File: config.mk
export PLATFORM = sky130hd
export DESIGN_NAME = seq_gen_pattern
export DESIGN_NICKNAME = d
export VERILOG_FILES = /design/src/rtl/seq_gen_pkg.sv /design/src/rtl/seq_gen_shifter.sv /design/src/rtl/seq_gen_pattern.sv
export SDC_FILE = /design/constraint.sdc
export NUM_CORES = 1
export LEC_CHECK = 0
export BUFFER_PORTS_ARGS = -buffer_cell sky130_fd_sc_hd__buf_2
export CAP_MARGIN = 20
export CORE_MARGIN = 3
export CORE_UTILIZATION = 30
export CTS_BUF_LIST = sky130_fd_sc_hd__clkbuf_16
export DETAILED_ROUTE_END_ITERATION = 8
export PLACE_DENSITY = 0.44
export SETUP_SLACK_MARGIN = 0.3
export SLEW_MARGIN = 20
export SYNTH_ARGS = -nofsm -noshare
export SYNTH_HDL_FRONTEND = slang
export SYNTH_SLANG_ARGS = --single-unit
File: constraint.sdc
create_clock -name clk -period 6.4 [get_ports clk]
set_input_delay 1.28 -clock clk [delete_from_list [all_inputs] [get_ports clk]]
set_output_delay 1.28 -clock clk [all_outputs]
set_load 0.03 [all_outputs]
File: src/rtl/seq_gen_pkg.sv
// Shared types and default sizing for the serial pattern generator.
// SEQ_GEN_PARITY_EN adds the PARITY state for the trailing even-parity bit.
package seq_gen_pkg;

  localparam int unsigned MAX_LEN_D = 8;
  localparam int unsigned LEN_W_D   = 5;
  localparam int unsigned REP_W_D   = 4;
  localparam int unsigned GAP_W_D   = 3;

  typedef enum logic [2:0] {
    IDLE,
    SEND,
    GAP,
    DONE
`ifdef SEQ_GEN_PARITY_EN
    , PARITY
`endif
  } state_t;

endpackage

File: src/rtl/seq_gen_shifter.sv
// Loadable MSB-aligned shift register with a down-counting bit index.
// With SEQ_GEN_PARITY_EN it also keeps a running XOR of the emitted bits.
module seq_gen_shifter
  import seq_gen_pkg::*;
#(
  parameter int unsigned MAX_LEN = MAX_LEN_D,
  parameter int unsigned LEN_W   = LEN_W_D
) (
  input  logic               clk,
  input  logic               reset,
  input  logic               i_load,
  input  logic               i_shift,
  input  logic [MAX_LEN-1:0] i_pattern,
  input  logic [LEN_W-1:0]   i_len,
  output logic               o_first,
  output logic               o_next,
  output logic               o_last
`ifdef SEQ_GEN_PARITY_EN
  , output logic             o_par
`endif
);

  logic [MAX_LEN-1:0] w_aligned;
  logic [MAX_LEN-1:0] r_sr;
  logic [LEN_W-1:0]   r_idx;

  // Bit len-1 lands in the MSB; r_sr holds only the bits still to come.
  assign w_aligned = i_pattern << (LEN_W'(MAX_LEN) - i_len);
  assign o_first   = w_aligned[MAX_LEN-1];
  assign o_next    = r_sr[MAX_LEN-1];
  assign o_last    = (r_idx == '0);

  always_ff @(posedge clk) begin
    if (reset) begin
      r_sr  <= '0;
      r_idx <= '0;
    end else if (i_load) begin
      r_sr  <= w_aligned << 1;
      r_idx <= i_len - LEN_W'(1);
    end else if (i_shift) begin
      r_sr  <= r_sr << 1;
      r_idx <= r_idx - LEN_W'(1);
    end
  end

`ifdef SEQ_GEN_PARITY_EN
  logic r_par;

  assign o_par = r_par;

  always_ff @(posedge clk) begin
    if (reset) begin
      r_par <= 1'b0;
    end else if (i_load) begin
      r_par <= w_aligned[MAX_LEN-1];
    end else if (i_shift) begin
      r_par <= r_par ^ r_sr[MAX_LEN-1];
    end
  end
`endif

endmodule

File: src/rtl/seq_gen_pattern.sv
// Bit-serial pattern transmitter: MSB-first, repeatable with idle gaps.
// Optional SEQ_GEN_PARITY_EN appends an even-parity bit to every repetition.
module seq_gen_pattern
  import seq_gen_pkg::*;
#(
  parameter int unsigned MAX_LEN = MAX_LEN_D,
  parameter int unsigned LEN_W   = LEN_W_D,
  parameter int unsigned REP_W   = REP_W_D,
  parameter int unsigned GAP_W   = GAP_W_D
) (
  input  logic               clk,
  input  logic               reset,
  input  logic               start,
  input  logic [MAX_LEN-1:0] pattern,
  input  logic [LEN_W-1:0]   len,
  input  logic [REP_W-1:0]   repeat_n,
  input  logic [GAP_W-1:0]   gap,
  output logic               out_bit,
  output logic               out_valid,
  output logic               ready,
  output logic               done
);

  state_t r_state, w_state_nxt;

  logic [MAX_LEN-1:0] r_pat;
  logic [LEN_W-1:0]   r_len;
  logic [REP_W-1:0]   r_rep;
  logic [GAP_W-1:0]   r_gap_cfg;
  logic [GAP_W-1:0]   r_gap_cnt;
  logic               r_out_bit, r_out_valid, r_ready, r_done;

  logic               w_len_ok;
  logic [MAX_LEN-1:0] w_src_pat;
  logic [LEN_W-1:0]   w_src_len;
  logic               w_first, w_next, w_last;
  logic               w_accept, w_reload, w_shift, w_rep_end, w_rep_dec;
  logic               w_gap_load, w_gap_dec;
  logic               w_bit_nxt, w_valid_nxt, w_done_nxt;
`ifdef SEQ_GEN_PARITY_EN
  logic               w_par;
`endif

  assign w_len_ok  = (len != '0) && (len <= LEN_W'(MAX_LEN));
  // Acceptance loads straight from the inputs; repetitions reload the captured copy.
  assign w_src_pat = (r_state == IDLE) ? pattern : r_pat;
  assign w_src_len = (r_state == IDLE) ? len : r_len;

  seq_gen_shifter #(
    .MAX_LEN (MAX_LEN),
    .LEN_W   (LEN_W)
  ) u_shifter (
    .clk       (clk),
    .reset     (reset),
    .i_load    (w_accept | w_reload),
    .i_shift   (w_shift),
    .i_pattern (w_src_pat),
    .i_len     (w_src_len),
    .o_first   (w_first),
    .o_next    (w_next),
    .o_last    (w_last)
`ifdef SEQ_GEN_PARITY_EN
    , .o_par   (w_par)
`endif
  );

  always_comb begin
    w_state_nxt = r_state;
    w_accept    = 1'b0;
    w_reload    = 1'b0;
    w_shift     = 1'b0;
    w_rep_end   = 1'b0;
    w_rep_dec   = 1'b0;
    w_gap_load  = 1'b0;
    w_gap_dec   = 1'b0;
    w_bit_nxt   = 1'b0;
    w_valid_nxt = 1'b0;
    w_done_nxt  = 1'b0;

    unique case (r_state)
      IDLE: begin
        if (start && w_len_ok) begin
          w_accept    = 1'b1;
          w_state_nxt = SEND;
          w_bit_nxt   = w_first;
          w_valid_nxt = 1'b1;
        end
      end
      SEND: begin
        if (!w_last) begin
          w_shift     = 1'b1;
          w_bit_nxt   = w_next;
          w_valid_nxt = 1'b1;
        end else begin
`ifdef SEQ_GEN_PARITY_EN
          w_state_nxt = PARITY;
          w_bit_nxt   = w_par;
          w_valid_nxt = 1'b1;
`else
          w_rep_end   = 1'b1;
`endif
        end
      end
`ifdef SEQ_GEN_PARITY_EN
      PARITY: w_rep_end = 1'b1;
`endif
      GAP: begin
        if (r_gap_cnt == '0) begin
          w_state_nxt = SEND;
          w_reload    = 1'b1;
          w_bit_nxt   = w_first;
          w_valid_nxt = 1'b1;
        end else begin
          w_gap_dec = 1'b1;
        end
      end
      DONE:    w_state_nxt = IDLE;
      default: w_state_nxt = IDLE;
    endcase

    // End of one repetition: gap, seamless restart, or finish.
    if (w_rep_end) begin
      if (r_rep != '0) begin
        w_rep_dec = 1'b1;
        if (r_gap_cfg != '0) begin
          w_state_nxt = GAP;
          w_gap_load  = 1'b1;
        end else begin
          w_state_nxt = SEND;
          w_reload    = 1'b1;
          w_bit_nxt   = w_first;
          w_valid_nxt = 1'b1;
        end
      end else begin
        w_state_nxt = DONE;
        w_done_nxt  = 1'b1;
      end
    end
  end

  always_ff @(posedge clk) begin
    if (reset) begin
      r_state     <= IDLE;
      r_out_bit   <= 1'b0;
      r_out_valid <= 1'b0;
      r_ready     <= 1'b1;
      r_done      <= 1'b0;
      r_pat       <= '0;
      r_len       <= '0;
      r_rep       <= '0;
      r_gap_cfg   <= '0;
      r_gap_cnt   <= '0;
    end else begin
      r_state     <= w_state_nxt;
      r_out_bit   <= w_bit_nxt;
      r_out_valid <= w_valid_nxt;
      r_ready     <= (w_state_nxt == IDLE);
      r_done      <= w_done_nxt;
      if (w_accept) begin
        r_pat     <= pattern;
        r_len     <= len;
        r_rep     <= repeat_n;
        r_gap_cfg <= gap;
      end
      if (w_rep_dec) begin
        r_rep <= r_rep - REP_W'(1);
      end
      // Loaded with gap-1 so the terminal compare at zero gives exactly gap idle cycles.
      if (w_gap_load) begin
        r_gap_cnt <= r_gap_cfg - GAP_W'(1);
      end else if (w_gap_dec) begin
        r_gap_cnt <= r_gap_cnt - GAP_W'(1);
      end
    end
  end

  assign out_bit   = r_out_bit;
  assign out_valid = r_out_valid;
  assign ready     = r_ready;
  assign done      = r_done;

endmodule

# == Yosys cells after proc, flatten, opt, wreduce, memory -nomap -nowiden ==
# Cells that the tools add are included.
# Widths: inputs -> output; s select.
# totals
register_bits,42
in_bits,23
word_cells,83
# op_classes
addsub,6
magnitude_cmp,1
n_eq_ne,2
n_shift,1
n_mux,46
bitwise_logic,2
n_reduce_logical,13
# ops
operator,n
$mux 1,28
$mux 8,3
$mux 3,6
$mux 5,3
$sub 5x1->5 const B,2
$logic_not 3->1,3
$pmux 3 s3,1
$mux 4,2
$shl 8x5->8,1
$pmux 1 s3,2
$reduce_bool 2->1,3
$sub 3x1->3 const B,2
$le 5x4->1 const B,1
$logic_not 5->1,1
$reduce_bool 5->1,1
$sub 4x5->5 const A,1
$reduce_bool 4->1,1
$sub 4x1->4 const B,1
$eq 3x1->1 const B,1
$eq 3x2->1 const B,1
$reduce_bool 3->1,1
$logic_and 1x1->1,2
$mux 2,1
$reduce_or 2->1,1
2 further kinds,2

# == Depth between registers and ports, before layout ==
# Gate-level depths: netlist of run 1.
# depth
word_depth,9
ltp_mapped,13

# == Modules after synthesis ==
# A second synthesis of run 1 with hierarchy kept.
# unflattened
hier_cells,289
hier_area_um2,2509.9
# by_module_without_submodules
mod,n_inst,cells_per_inst,area_per_inst_um2
seq_gen_pattern,1,169,1500.2
seq_gen_shifter,1,120,1009.7

# == Worst setup path before layout of run 1 ==
# No wires, ideal clock.
# synth_timing
kind,in2reg
start,input port len[2]
end,register u_shifter.r_idx[2]
t_arrival_ns,3.336
required_ns,6.305
setup_slack_ns,2.969
path_stages,10
path_buffers,2
cell_sequence,buf_2 -> nor4_1 -> nor4_4 -> a211o_1 -> buf_6 -> o21ai_0 -> ha_1 -> inv_1 -> o31a_1 -> a221oi_1
# synth_between
elab_chain_cells,7
elab_cells_between_ends,11
# synth_rtl
element,line,rtl
start: declaration,seq_gen_pattern.sv:15,"input logic [LEN_W-1:0] len,"
$le 5x4->1 or $reduce_bool 5->1 (tied branches),seq_gen_pattern.sv:44,assign w_len_ok = (len != '0) && (len <= LEN_W'(MAX_LEN));
$logic_and 1x1->1,seq_gen_pattern.sv:44,
$logic_and 1x1->1,seq_gen_pattern.sv:82,if (start && w_len_ok) begin
$mux 1,seq_gen_pattern.sv:82,
$mux 1,seq_gen_pattern.sv:80,unique case (r_state)
$or 1x1->1,seq_gen_pattern.sv:55,".i_load (w_accept | w_reload),"
$mux 5 or $reduce_bool 2->1 (tied branches),--,
end signal: assignment,seq_gen_shifter.sv:39,r_idx <= i_len - LEN_W'(1);
end signal: assignment,seq_gen_shifter.sv:42,r_idx <= r_idx - LEN_W'(1);
end: declaration,seq_gen_shifter.sv:25,logic [LEN_W-1:0] r_idx;
# Several ways; a longest one is shown, not always the timed one.
# A chain may end at the register's enable or synchronous reset.

# == Worst setup path in the final report of run 1 ==
# layout_timing
start,input port len[0]
end,register u_shifter.r_idx[2]
# Same word-level chain as after synthesis.

==> impl_metrics.ini, run 1 <==
[clock_network]
htree_num_levels = 2
cts.sink_count = 42
clockRootBuffer = clkbuf_16
cts_buffers = 5
clk_latency_ps = 290
cts_resized = 0
cts_hold_buf = 0
cts.clk_slew.worst_paths_ps = 60
cts_tree = yes
clockBufferDepth = 2
cts_setup_buffers = 0

[place]
gp_congestion = 0.801
dp_cells = 424
dp_slack_ps = 2420
post-dp-hpwl_um = 4690
port_buffers = 26

[cells_and_area]
diodes = 0
drive_gt1_share_pct = 14.8
nNetsFinal = 356
syn2layout_area_growth_pct = 13.7
stdcell_count = 432

[power_and_ir_drop]
p_per_area_nw_per_um2 = 231
seqPwrFrac_pct = 41.9
leakage_nw = 1.05
pwr-share-comb_pct = 13.4
clkPwrFrac_pct = 44.7
p_sw_uw = 169
max-vdd-ir-drop_mv = 0.0951
p_int_uw = 485
swShare_pct = 25.9

[route]
wl_per_cell_um = 15.1
wirelength_um = 6510
drc = 0
routed.top_layer = met4
drt-initial-drc-count = 104
first_pass_iters = 4
wl_met1_um = 3240
avgViaCountPerCell = 5.22
ant_nets = 0
via_count = 2253
wl_met2_um = 2940
wl_met3_um = 237

[sta]
report.final.setup_viol = 0
max-slew-margin-rel_pct = 36.0
timing.final.crit_share_pct = 58.1
rsz0062_at_grt = no
slew_viol_final = 0
fin_skew_ps = 3.71
setup_tns_ps = 0
final_hold_viol_count = 0
min_period_ps = 3720
fmax_mhz = 269
worst_pin_slew_ps = 953
fin_ws_ps = 2680

[worst_setup_path]
startpoint_type = primary input
worst-setup-path-type = primary input to register
worstPathArrival_ps = 3910
critPathMaxFanout = 24
cp_data_required_time_ps = 6590
end_kind = register

[floorplan]
chipHeight_um = 97.2
start_util_pct = 31.7
io_pins = 27
rows = 32
die_w_um = 97.2
dieArea_um2 = 9460
core_area_um2 = 7890

[yosys]
ys_ff_latch = 42
avgSynthCellArea_um2 = 7.93
syn_area_um2 = 2500
syn_nets = 342
synthArstFlopShare_pct = 0
synthFlopType = dfxtp_1
synth_cell_types = 54
yosysTopAreaCell = dfxtp_1
synth-edff-count = 0
yosys_warnings = 0
synthTopCellsByCount = 48 x nand2_1, 42 x dfxtp_1, 29 x a21oi_1, 21 x nor2_1, 18 x mux2i_1
synth_top_area_share_pct = 33.7
seq_area_frac_synth_pct = 33.7
syn-instance-count = 315
synth.most_common_cell = nand2_1
synth_area_leaders = dfxtp_1 34%, mux2i_1 7.2%, nand2_1 7.2%

[global_routing]
grt_pass1_vias = 2148
grt_max_degree = 40
grt_pass1_wl_um = 10700
overflow = 0
antenna_found_initial = 0
grt.total_usage_pct = 13.8

[job]
maxCapViolations = 0

[hold_path]
hold_path.class = register to register

[status]
outcome = finished clean
critical path, cell delays in order:
cell      delay [ps]
buf_2            200
nor4_1           610
nor4_4            90
buf_4            240
a211o_1          420
o21ai_0          230
ha_1             220
inv_1             80
o31a_1           280
a221oi_1         230
registers in the layout, indices dropped and copies added (netlist names):
register	flops
r_pat	8
ready	1
r_gap_cnt	3
out_bit	1
r_state	3
out_valid	1
r_gap_cfg	3
u_shifter.r_idx	5
u_shifter.r_sr	7
r_len	5
done	1
r_rep	4
kinds of logic (layout without fill, tap and decap cells):
family	after synthesis	in the layout	synth area share, %
buffers and inverters	30	45	5.51
AOI/OAI and AO/OA	88	88	22.9
other	1	1	0.150
muxes	22	22	9.02
xor gates and xnor gates	7	7	2.45
and+or+nand+nor	121	121	24.3
adders and majority gates	4	4	2.00
DFF	42	42	33.7
power by group through the flow:
stage,Sequential (mW),Clock (mW),Combinational (mW)
after floorplan,0.278,0,0.0650
after global routing,0.275,0.308,0.0985
after detailed placement,0.280,0,0.0881
after CTS,0.274,0.298,0.0885
final,0.274,0.293,0.0879
after global placement,0.280,0,0.0886
placed cells by master (no fill, tap or decap), types with 4 or more instances in the layout:
cell and n:
nand2_1 48, dfxtp_1 42, a21oi_1 29, buf_2 26, nor2_1 21, mux2i_1 18
o21ai_0 15, a211oi_1 14, nor3_1 10, inv_1 8, nand2b_1 5, o31a_1 5
nor4_1 5, nand3_1 5, nor2b_1 5, xnor2_1 5, clkbuf_16 5, or3_1 4
mux2_2 4, ha_1 4, buf_4 4
metrics by stage:
step	area [um^2]	hold slack, ps	util [%]	power (mW)
after floorplan	2500	432	-	0.343
after global placement	2670	445	33.9	0.369
after detailed placement	2670	448	33.9	0.368
after CTS	2840	457	36.0	0.661
after global routing	2840	485	36.0	0.681
final	2840	452	36.0	0.655
final timing paths:
check | start | end | slack, ps | cells after the start
max | len[0] | u_shifter.r_idx[2] | 2680 | 10
min | r_pat[7] | r_pat[7] | 450 | 2
max reg2reg | r_state[0] | u_shifter.r_sr[5] | 3310 | 9
min reg2reg | r_pat[7] | r_pat[7] | 450 | 2
final cells by class:
type / instances / area (um^2)
Fill cell: 840 / 5050
Sequential cell: 42 / 841
Clock buffer: 5 / 125
Clock inverter: 3 / 41.3
Multi-Input combinational cell: 243 / 1520
Tap cell: 102 / 128
Timing Repair Buffer: 30 / 160
Inverter: 7 / 26.3
layer usage:
metal	global-route usage, %	up-vias
met2	21.5	45
met1	19.3	1038
met5	0	-
li1	-	1161
met3	2.23	9
met4	4.69	0
Power figures use the tool's default switching activity.
==> run 2, diff against run 1 <==
clock period = 3.9 ns   (was 6.4 ns; I/O delays follow)
==> impl_metrics.ini, run 2 (same netlist as run 1, synthesis figures left out) <==
[status]
outcome = finished clean

[worst_setup_path]
cp_slowest_stage_delay_ps = 490
cp_common_cell = o31a_1
crit_buf_inv = 2
startpoint_type = primary input
slowest_stage = nor4_4
end_kind = register
worstPathArrival_ps = 3270
cp_data_required_time_ps = 4080
critPathMaxFanout = 15
path_cells = buf_2, o31a_1, nor4_4, a211o_1, nand2_1, o21ai_0, ha_1, inv_1, o31a_1, a221oi_1
crit_family = compound AO/OA/AOI/OAI gates
worst-setup-path-type = primary input to register

[route]
wirelength_um = 6580
wl_per_cell_um = 15.1
drt-initial-drc-count = 100
drc = 0
via_count = 2290
ant_nets = 0
first_pass_iters = 4
avgViaCountPerCell = 5.25

[clock_network]
clockBufferDepth = 2
htree_num_levels = 2
cts_tree = yes
clk_latency_ps = 290
clockRootBuffer = clkbuf_16
cts_resized = 0
cts_setup_buffers = 0
cts.clk_slew.worst_paths_ps = 60
cts.sink_count = 42
cts_buffers = 5
cts_hold_buf = 0

[floorplan]
start_util_pct = 31.7
io_pins = 27
chipHeight_um = 97.2
rows = 32
dieArea_um2 = 9460
die_w_um = 97.2
core_area_um2 = 7890

[power_and_ir_drop]
leakage_nw = 1.06
p_per_area_nw_per_um2 = 355
max-vdd-ir-drop_mv = 0.178

[cells_and_area]
diodes = 0
largest_reg_flops = 8
final_common_cell = nand2_1
seqCellArea_um2 = 841
drive_gt1_share_pct = 15.9
syn2layout_area_growth_pct = 13.9
top_register = r_pat
fill_cells = 818
reg_top3 = r_pat: 8 flops, u_shifter.r_sr: 7 flops
nNetsFinal = 360
multi_input_area_um2 = 1520
stdcell_count = 436
final_cell_mix = 48 x nand2_1, 42 x dfxtp_1, 29 x a21oi_1, 26 x buf_2, 21 x nor2_1

[sta]
fin_skew_ps = 3.87
rsz0062_at_grt = no
report.final.setup_viol = 0
fmax_mhz = 324
slew_viol_final = 0
min_period_ps = 3090
timing.final.crit_share_pct = 79.1
final_hold_viol_count = 0
fin_ws_ps = 815
setup_tns_ps = 0
max-slew-margin-rel_pct = 46.7
worst_pin_slew_ps = 800

[job]
maxCapViolations = 0

[place]
post-dp-hpwl_um = 4890
gp_congestion = 0.804
dp_slack_ps = 523
dp_cells = 428
port_buffers = 26

[global_routing]
grt.total_usage_pct = 14.4
grt_max_degree = 40
grt_pass1_vias = 2140
antenna_found_initial = 0
overflow = 0
grt_pass1_wl_um = 11200

[hold_path]
hold_path.class = register to register
-- run 2: per-stage QoR --
step           hold slack [ps]  util, %  power (mW)  instance area, um^2
2_1_floorplan              432        -       0.562                 2500
3_3_place_gp               447     34.3       0.609                 2700
3_5_place_dp               454     34.3       0.609                 2700
4_1_cts                    464     36.1        1.02                 2850
5_1_grt                    492     36.1        1.06                 2850
6_report                   461     36.1        1.01                 2850
-- run 2: path summary, 6_finish.rpt --
path,cells past startpoint,from,end,slack [ps]
setup / recovery,10,len[0],u_shifter.r_idx[2],810
hold reg to reg,2,r_pat[7],r_pat[7],460
setup reg to reg,9,r_state[0],u_shifter.r_idx[2],930
hold / removal,2,r_pat[7],r_pat[7],460
-- run 2: cell type report --
class | count | area share [%]
clock buffers | 5 | 4.40
clock inverters | 3 | 0.572
inverters | 7 | 0.923
multi-input cells | 243 | 53.4
flip-flops and latches | 42 | 29.6
well taps | 102 | 4.49
repair buffers | 34 | 6.68
-- run 2: power breakdown --
group / leakage [nW] / internal [mW] / switching (mW)
logic: 0.650 / 0.0601 / 0.0896
registers: 0.340 / 0.440 / 0.0102
clock network: 0.0672 / 0.234 / 0.177
total: 1.06 / 0.734 / 0.276
-- run 2: metal layers --
metal | up-vias | global-route usage, % | share of wire, %
li1 | 1167 | - | -
met1 | 1073 | 20.9 | 51
met2 | 45 | 21.7 | 44
met3 | 5 | 3.02 | 3.5
met4 | 0 | 3.83 | 0.99
met5 | - | 0 | 0
-- run 2: worst min-delay path, cell delays in order, from the launching register on --
cell,delay [ps]
dfxtp_1,310
nand2_1,50
a21oi_1,60
==> run 3, diff against run 2 <==
ABC_AREA = 1   (was default)
PLACE_DENSITY = 0.46   (was 0.44)
clock period = 2.5 ns   (was 3.9 ns; I/O delays follow)
==> impl_metrics.ini, run 3 <==
[status]
outcome = finished clean

[worst_setup_path]
worstPathArrival_ps = 2230
cp_data_required_time_ps = 2720
worst-setup-path-type = register to register
cp_slowest_stage_delay_ps = 330
crit_buf_inv = 2
startpoint_type = register
end_kind = register
slowest_stage = dfxtp_1
crit_family = simple AND/OR/NAND/NOR gates
path_cells = nor2_4, buf_4, nand3_1, nand2_2, inv_4, ha_4, nand3_2, nand2_2, nand2_2, nand3_1, nor2_2, o21ai_0, nor2_1, nor2_1, nor2_1
critPathMaxFanout = 9

[yosys]
synth-simple-area-share_pct = 35.8
syn_area_um2 = 2530
yosys_warnings = 0
seq_area_frac_synth_pct = 33.2
syn-instance-count = 385
yosys.area_share.adder_pct = 1.98
synth_xor_area_share_pct = 1.04
synth_area_leaders = dfxtp_1 33%, nand2_1 13%, o21ai_0 7.9%
synthTopCellsByCount = 87 x nand2_1, 47 x inv_1, 42 x dfxtp_1, 40 x o21ai_0, 39 x nor2_1
synth_cell_types = 39
synth.most_common_cell = nand2_1
synth_top_area_share_pct = 33.2
muxShareOfSynthArea_pct = 0
synth_compound_area_share_pct = 17.0
ys_ff_latch = 42
synth-edff-count = 0
syn_nets = 412
yosysTopAreaCell = dfxtp_1
synthArstFlopShare_pct = 0
synthFlopType = dfxtp_1
avgSynthCellArea_um2 = 6.57
synth_top_family_by_area = simple AND/OR/NAND/NOR gates

[job]
maxCapViolations = 0

[hold_path]
hold_path.class = register to register

[cells_and_area]
nNetsFinal = 457
largest_reg_flops = 8
reg_top3 = r_pat: 8 flops, u_shifter.r_sr: 7 flops
diodes = 0
final_common_cell = nand2_1
drive_gt1_share_pct = 22.3
top_register = r_pat
final_cell_mix = 80 x nand2_1, 48 x inv_1, 41 x dfxtp_1, 39 x o21ai_0, 36 x nor2_1
syn2layout_area_growth_pct = 23.7

[clock_network]
cts_hold_buf = 0
cts.sink_count = 42
clockBufferDepth = 2
cts_buffers = 5
clockRootBuffer = clkbuf_16
clk_latency_ps = 280
cts_tree = yes
htree_num_levels = 2
cts.clk_slew.worst_paths_ps = 60

[power_and_ir_drop]
swShare_pct = 29.6
max-vdd-ir-drop_mv = 0.322
p_sw_uw = 505
clkPwrFrac_pct = 36.6
pwr-share-comb_pct = 21.9
p_int_mw = 1.20
leakage_nw = 1.46
seqPwrFrac_pct = 41.5
p_per_area_nw_per_um2 = 544

[sta]
hold_ws_ps = 441
final_hold_viol_count = 0
slew_viol_final = 0
min_period_ps = 2010
report.final.setup_viol = 0
timing.final.crit_share_pct = 80.6
fin_skew_ps = 4.54
rsz0062_at_grt = yes
fmax_mhz = 496
setup_tns_ps = 0

[floorplan]
die_w_um = 97.8
core_area_um2 = 7970
chipHeight_um = 97.8
rows = 32
io_pins = 27
dieArea_um2 = 9570
start_util_pct = 31.8

[global_routing]
grt_max_degree = 23
grt_pass1_vias = 2404
grt_pass1_wl_um = 11400
antenna_found_initial = 0
grt.total_usage_pct = 14.5
overflow = 0

[place]
port_buffers = 26
gp_congestion = 0.827
post-dp-hpwl_um = 4830

[route]
wl_per_cell_um = 12.5
first_pass_iters = 4
wirelength_um = 6690
via_count = 2551
ant_nets = 0
drc = 0
avgViaCountPerCell = 4.79
drt-initial-drc-count = 91
run 3: worst paths after layout:
check             cells after the start                 to  startpoint  slack (ps)
setup / recovery                     15  u_shifter.r_sr[7]  r_state[0]         490
hold / removal                        2           r_len[4]    r_len[4]         440
setup reg to reg                     15  u_shifter.r_sr[7]  r_state[0]         490
hold reg to reg                       2           r_len[4]    r_len[4]         440
run 3: power groups by stage:
stage / Combinational [mW] / Clock [mW] / Sequential (mW)
floorplan: 0.238 / 0 / 0.721
global placement: 0.322 / 0 / 0.721
detailed placement: 0.322 / 0 / 0.721
CTS: 0.328 / 0.651 / 0.706
global route: 0.426 / 0.693 / 0.709
finish: 0.373 / 0.624 / 0.707
run 3: layout make-up:
type,count,area [um^2]
Clock inverter,3,12.5
Inverter,56,215
Sequential cell,42,842
Tap cell,102,128
Multi-Input combinational cell,277,1510
Clock buffer,5,125
Fill cell,862,4840
Timing Repair Buffer,48,299
run 3: logic make-up (layout without fill, tap and decap cells):
kind of cell	count (synthesis)	after routing
other	1	1
AO/OA/AOI/OAI	79	79
buffers and inverters	67	112
adder cells (fa/ha/maj)	4	4
flip-flops	42	42
AND/OR/NAND/NOR	189	190
XOR/XNOR	3	3
run 3: through the flow:
stage | cells | total power [mW] | setup WS, ps | instance area [um^2] | util (%)
floorplan | 385 | 0.959 | 576 | 2530 | -
global placement | 508 | 1.04 | 331 | 2770 | 34.8
detailed placement | 508 | 1.04 | 266 | 2770 | 34.8
CTS | 519 | 1.68 | 304 | 2930 | 36.8
global route | 533 | 1.83 | 252 | 3130 | 39.3
finish | 533 | 1.70 | 486 | 3130 | 39.3
run 3: timing repair:
item | CTS | global route
buffers inserted | 3 | 13
setup endpoints to repair | 4 | 15
pin swaps | 1 | 8
cloned | 0 | 1
gates resized for setup | 0 | 24
run 3: tightest hold or removal path, stage by stage (launching register included):
cell and delay [ps]:
dfxtp_1 300, inv_1 60, nor3_1 50
run 3: routing by layer:
layer	vias to the layer above	share of wire [%]	track usage [%]
met5	-	0	0
met4	0	1.5	4.58
met3	12	3.7	3.86
met2	37	47	23.2
met1	1158	48	19.1
li1	1344	-	-
